`config.mk`:
```
export PLATFORM = sky130hd
export DESIGN_NAME = mem_access_unit
export DESIGN_NICKNAME = d
export VERILOG_FILES = /design/src/rtl/mem_access_pkg.sv /design/src/rtl/load_align.sv /design/src/rtl/mem_access_unit.sv
export SDC_FILE = /design/constraint.sdc
export NUM_CORES = 1
export LEC_CHECK = 0
export ABC_AREA = 1
export CAP_MARGIN = 20
export CORE_ASPECT_RATIO = 0.5
export CORE_MARGIN = 2
export CORE_UTILIZATION = 50
export CTS_CLUSTER_SIZE = 40
export DETAILED_ROUTE_END_ITERATION = 10
export GPL_TIMING_DRIVEN = 0
export PLACE_DENSITY = 0.91
export SLEW_MARGIN = 10
export SYNTH_ARGS = -nofsm -noshare
export SYNTH_HDL_FRONTEND = slang
export SYNTH_SLANG_ARGS = --single-unit
export TNS_END_PERCENT = 1
```
`constraint.sdc`:
```
create_clock -name clock -period 4.6 [get_ports clock]
set_clock_uncertainty 0.2 [all_clocks]
set_input_delay 0.92 -clock clock [delete_from_list [all_inputs] [get_ports clock]]
set_output_delay 0.92 -clock clock [all_outputs]
set_load 0.1 [all_outputs]
```
`src/rtl/mem_access_pkg.sv`:
```
// Shared types and constants for the load/store memory access unit.
package mem_access_pkg;

    localparam int WORD_W = 32;
    localparam int HALF_W = 16;
    localparam int BYTE_W = 8;

    localparam logic [1:0] SZ_BYTE = 2'b00;
    localparam logic [1:0] SZ_HALF = 2'b01;
    localparam logic [1:0] SZ_WORD = 2'b10;

    typedef enum logic [2:0] {
        IDLE,
        RD,
        CAP,
        WR,
        RESP
    } state_e;

    // Size code 11 behaves as a word access.
    function automatic logic is_word(input logic [1:0] sz);
        return sz[1];
    endfunction

endpackage

```
`src/rtl/load_align.sv`:
```
// Lane extraction/extension for loads and lane merge for sub-word stores.
module load_align
    import mem_access_pkg::*;
(
    input  logic [1:0]        size,
    input  logic              sign_ext,
    input  logic [1:0]        offset,
    input  logic [WORD_W-1:0] rword,
    input  logic [WORD_W-1:0] wdata,
    output logic [WORD_W-1:0] load_data,
    output logic [WORD_W-1:0] store_word
);

    logic [4:0]        bshift;
    logic [4:0]        hshift;
    logic [BYTE_W-1:0] bval;
    logic [HALF_W-1:0] hval;

    always_comb begin
        bshift     = {offset, 3'b000};
        hshift     = {offset[1], 4'b0000};
        bval       = rword[bshift +: BYTE_W];
        hval       = rword[hshift +: HALF_W];
        load_data  = rword;
        store_word = wdata;
        unique case (1'b1)
            size == SZ_BYTE: begin
                load_data  = {{(WORD_W-BYTE_W){sign_ext & bval[BYTE_W-1]}}, bval};
                store_word = (rword & ~(WORD_W'(8'hFF) << bshift))
                           | (WORD_W'(wdata[BYTE_W-1:0]) << bshift);
            end
            size == SZ_HALF: begin
                load_data  = {{(WORD_W-HALF_W){sign_ext & hval[HALF_W-1]}}, hval};
                store_word = (rword & ~(WORD_W'(16'hFFFF) << hshift))
                           | (WORD_W'(wdata[HALF_W-1:0]) << hshift);
            end
            default: begin
                load_data  = rword;
                store_word = wdata;
            end
        endcase
    end

endmodule

```
`src/rtl/mem_access_unit.sv`:
```
// Load/store unit against a registered-read word memory.
// Define MISALIGN_TRAP_EN to fault misaligned accesses instead of force-aligning.
module mem_access_unit
    import mem_access_pkg::*;
#(
    parameter int ADDR_W = 32,
    parameter int DATA_W = 32
) (
    input  logic              clock,
    input  logic              reset,
    input  logic              req_valid,
    output logic              req_ready,
    input  logic              req_write,
    input  logic [1:0]        req_size,
    input  logic              req_signed,
    input  logic [ADDR_W-1:0] req_addr,
    input  logic [DATA_W-1:0] req_wdata,
    output logic              resp_valid,
    output logic [DATA_W-1:0] resp_rdata,
    output logic              resp_fault,
    output logic [ADDR_W-1:0] mem_address,
    output logic [DATA_W-1:0] mem_write_data,
    output logic              mem_write_enable,
    input  logic [DATA_W-1:0] mem_read_data
);

    state_e            state;
    logic              wr_q;
    logic [1:0]        size_q;
    logic              sgn_q;
    logic [1:0]        off_q;
    logic [DATA_W-1:0] wdata_q;
    logic              fault_q;
    logic              misaligned;
    logic [DATA_W-1:0] load_data;
    logic [DATA_W-1:0] store_word;

`ifdef MISALIGN_TRAP_EN
    assign misaligned = (req_size == SZ_HALF && req_addr[0])
                      || (is_word(req_size) && req_addr[1:0] != 2'b00);
`else
    assign misaligned = 1'b0;
`endif

    assign resp_fault = fault_q;

    load_align u_align (
        .size       (size_q),
        .sign_ext   (sgn_q),
        .offset     (off_q),
        .rword      (mem_read_data),
        .wdata      (wdata_q),
        .load_data  (load_data),
        .store_word (store_word)
    );

    always_ff @(posedge clock) begin
        if (reset) begin
            state            <= IDLE;
            req_ready        <= 1'b0;
            resp_valid       <= 1'b0;
            fault_q          <= 1'b0;
            mem_write_enable <= 1'b0;
            resp_rdata       <= '0;
            mem_address      <= '0;
            mem_write_data   <= '0;
            wr_q             <= 1'b0;
            size_q           <= SZ_BYTE;
            sgn_q            <= 1'b0;
            off_q            <= 2'b00;
            wdata_q          <= '0;
        end else begin
            case (state)
                IDLE: begin
                    req_ready <= 1'b1;
                    if (req_ready && req_valid) begin
                        req_ready <= 1'b0;
                        wr_q      <= req_write;
                        size_q    <= req_size;
                        sgn_q     <= req_signed;
                        off_q     <= req_addr[1:0];
                        wdata_q   <= req_wdata;
                        if (misaligned) begin
                            state      <= RESP;
                            resp_valid <= 1'b1;
                            fault_q    <= 1'b1;
                            resp_rdata <= '0;
                        end else begin
                            mem_address <= req_addr >> 2;
                            // Full-word stores skip the read.
                            if (req_write && is_word(req_size)) begin
                                state            <= WR;
                                mem_write_enable <= 1'b1;
                                mem_write_data   <= req_wdata;
                            end else begin
                                state <= RD;
                            end
                        end
                    end
                end
                RD: begin
                    state <= CAP;
                end
                CAP: begin
                    if (wr_q) begin
                        state            <= WR;
                        mem_write_enable <= 1'b1;
                        mem_write_data   <= store_word;
                    end else begin
                        state      <= RESP;
                        resp_valid <= 1'b1;
                        resp_rdata <= load_data;
                    end
                end
                WR: begin
                    state            <= RESP;
                    mem_write_enable <= 1'b0;
                    resp_valid       <= 1'b1;
                    resp_rdata       <= '0;
                end
                RESP: begin
                    state      <= IDLE;
                    resp_valid <= 1'b0;
                    fault_q    <= 1'b0;
                    req_ready  <= 1'b1;
                end
                default: begin
                    state <= IDLE;
                end
            endcase
        end
    end

endmodule

```
==> impl_results.md <==
* # hold bufs at CTS at 0
* Max H-tree Level at 4
* Detail Route Antenna Nets at 0
* Worst Reg-to-Reg Cells at 7
* Worst path cell trace: clkdlybuf4s50_1
* Worst rel slew slack at 0.323
* Largest net degree at the start of global routing at 17
* Vert. Die Dim at 87.5 um
* CP arrival at 1.96 ns
* Critical path class: flop to output pin
* Final Max Tran Viols at 0
* Total CTS buffers at 17
* Drc violations at 0
* DR vias at 8257
* Met2 Usage GRT at 0.541
* Critical path depth in cells at 1
* Post-synth cell types at 29
* GP Congestion at 0.975
* Final Hold Fails at 0
* Yosys warns at 0
* Lkg Pwr at 4.14 nW
* Reg2Reg Setup Slack at 2.44 ns
* Global-route wire length before repair at 39500 um
* Pwr per Cell Area at 516 nW/um^2
* Final worst-path cycle share at 0.669
* Via density at 5.57
* CP peak stage delay at 1.17 ns
* Post-cts gate resize count at 0
* Sequential area share after synthesis at 0.396
* CORE AREA at 13600 um^2
* Fin nets at 1380
* Clk buf depth at 2
* Util after Layout at 0.718
* DP Wirelength at 19700 um
* Root buffer cell: clkbuf_16
* Gr usage total at 0.347
* Fmax at 325 MHz
* Share of cells above drive strength 1 at 0.102
* Max-Cap Viols at 0
* Worst skew pair latency at 0.42 ns
* Seq. cell area at 2760 um^2
* Startpoint types: flop
* Port Buffers at 198
* GRT overflow at 0
* # diodes at 0
* Die footprint at 15000 um^2
* Worst reg2reg path endpoint: wdata_q[20]
* Setup Buffers After CTS at 0
* R2R Path Start: state[1]
* Grt peak-use layer: met2
* Post-Synthesis Mean Instance Area at 6.59 um^2
* Tightest Pin Transition at 1.01 ns
* Sink Count at 138
* P&R area growth vs syn at 40.0%
* Seq cells post-synth at 138
* Crit-path max FO at 2
* Starting density of the core at 0.513
* Buf/Inv on CP at 1
* Fin cells at 1482
* Crit. End Element: output pin
* DRT iter0 DRCs at 1009
* Setup_tns at 0 ns
* Max VDD drop at 0.378 mV
* Final setup fails at 0
* Unrepaired setup endpoints after global routing: false
* Hold Crit Class: flop to flop
* Critical Path Sink: mem_write_data[4]
* CP Launch Point: mem_write_data[4]
* First-pass iteration count of the detailed router at 7
* Die width at 171 um
* # fillers at 1151
* WL/cell at 17.4 um
* CP required at 3.48 ns
* Initial antenna violation count at 0
* CTS tree: built
* Result of the run: finished, final reports clean
* Placed cells at 1450
* Family with the most delay on the worst path: buffers and inverters
* FP Rows at 30
* Synth Instances at 1058
* DRT Wirelength at 25800 um
* Tmin final at 3.08 ns
* CP max stage cell: clkdlybuf4s50_1
* Vias in the first global route at 7531
* Clk slew on worst S/H paths at 0.06 ns
* M1 GR Usage at 0.460
* Hold Path Depth at 2
* Met3 Use GR at 0.116
* Area of the multi-input gates at 3590 um^2
* IO Pins at 203
* Synth Cell Area at 6970 um^2
## how the worst min path moves through the flow
stage,slack [ns],endpoint,from
after global routing,0.29,resp_rdata[11],resp_rdata[11]
final,0.26,resp_rdata[12],resp_rdata[12]
after detailed placement,0.26,resp_rdata[12],resp_rdata[12]
after CTS,0.27,resp_rdata[12],resp_rdata[12]
after global placement,0.25,resp_rdata[15],resp_rdata[15]
after floorplan,0.23,resp_valid,state[2]
## where the power goes
group | leakage [nW] | total (mW) | internal (mW) | switching (mW)
Sequential | 1.13 | 1.50 | 1.37 | 0.129
Clock | 0.266 | 1.33 | 0.713 | 0.612
Combinational | 2.74 | 2.20 | 0.567 | 1.64
## placed cells by master, fill, tap and decap left out, types with 8 or more instances in the layout
cell type / n
nand2_1: 283
clkdlybuf4s50_1: 198
nor2_1: 144
dfxtp_1: 138
a21oi_1: 118
o21ai_0: 99
inv_1: 64
nand3_1: 61
buf_2: 30
clkbuf_1: 30
or2_2: 25
clkbuf_16: 17
a21oi_2: 11
o211ai_1: 8
## layout make-up
type                            instances  area share
Buffer                                 68      0.0350
Clock buffer                           18      0.0440
Clock inverter                         14      0.0135
Inverter                               73      0.0287
Multi-Input combinational cell        781       0.368
Sequential cell                       138       0.283
Tap cell                              192      0.0246
Timing Repair Buffer                  198       0.203
## flip-flops by register name (all words and copies together) (netlist names)
signal,cells
mem_write_data,32
resp_rdata,32
wdata_q,32
mem_address,30
state,3
off_q,2
size_q,2
mem_write_enable,1
req_ready,1
resp_valid,1
sgn_q,1
wr_q,1
## Yosys cell counts
cell,n,area share
o21ai_1,1,0.00072
a21oi_1,118,0.085
conb_1,1,0.00054
nand2_4,5,0.0081
nor2_8,2,0.0057
clkbuf_1,29,0.016
inv_2,6,0.0032
nor2_2,2,0.0018
inv_4,2,0.0018
o22ai_1,7,0.0063
nand4_4,1,0.0031
nor2_1,144,0.078
buf_2,30,0.022
a21oi_2,11,0.014
or2_2,25,0.022
nand3_1,61,0.044
buf_4,6,0.0065
dfxtp_1,138,0.40
o21ai_0,99,0.071
nand4_1,4,0.0036
nand2_2,1,0.00090
nand3_2,3,0.0043
o211ai_1,8,0.0086
buf_6,2,0.0032
buf_8,1,0.0022
inv_1,64,0.034
nand2_1,283,0.15
nor2_4,3,0.0048
clkinv_2,1,0.00072
## routing by layer
layer,vias to the layer above,wire (um)
met5,-,0
met3,62,3490
met1,3842,10600
met4,0,513
li1,3839,-
met2,514,11200
## stage by stage
step | cell area (um^2) | worst slack (ns) | hold slack, ns | power [mW]
after global routing | 9760 | 1.51 | 0.285 | 5.23
after CTS | 9760 | 1.53 | 0.266 | 4.99
after global placement | 9200 | 1.81 | 0.253 | 3.64
after floorplan | 6980 | 2.45 | 0.228 | 3.07
after detailed placement | 9200 | 1.80 | 0.255 | 3.68
final | 9760 | 1.52 | 0.264 | 5.03
## kinds of logic after synthesis
group                  Yosys count  synth area share
AO/OA/AOI/OAI                  244             0.185
buffers and inverters          141            0.0892
flip-flops                     138             0.396
other                            1          0.000538
AND/OR/NAND/NOR                534             0.329
Note: power is estimated with default switching activity, not from simulation.
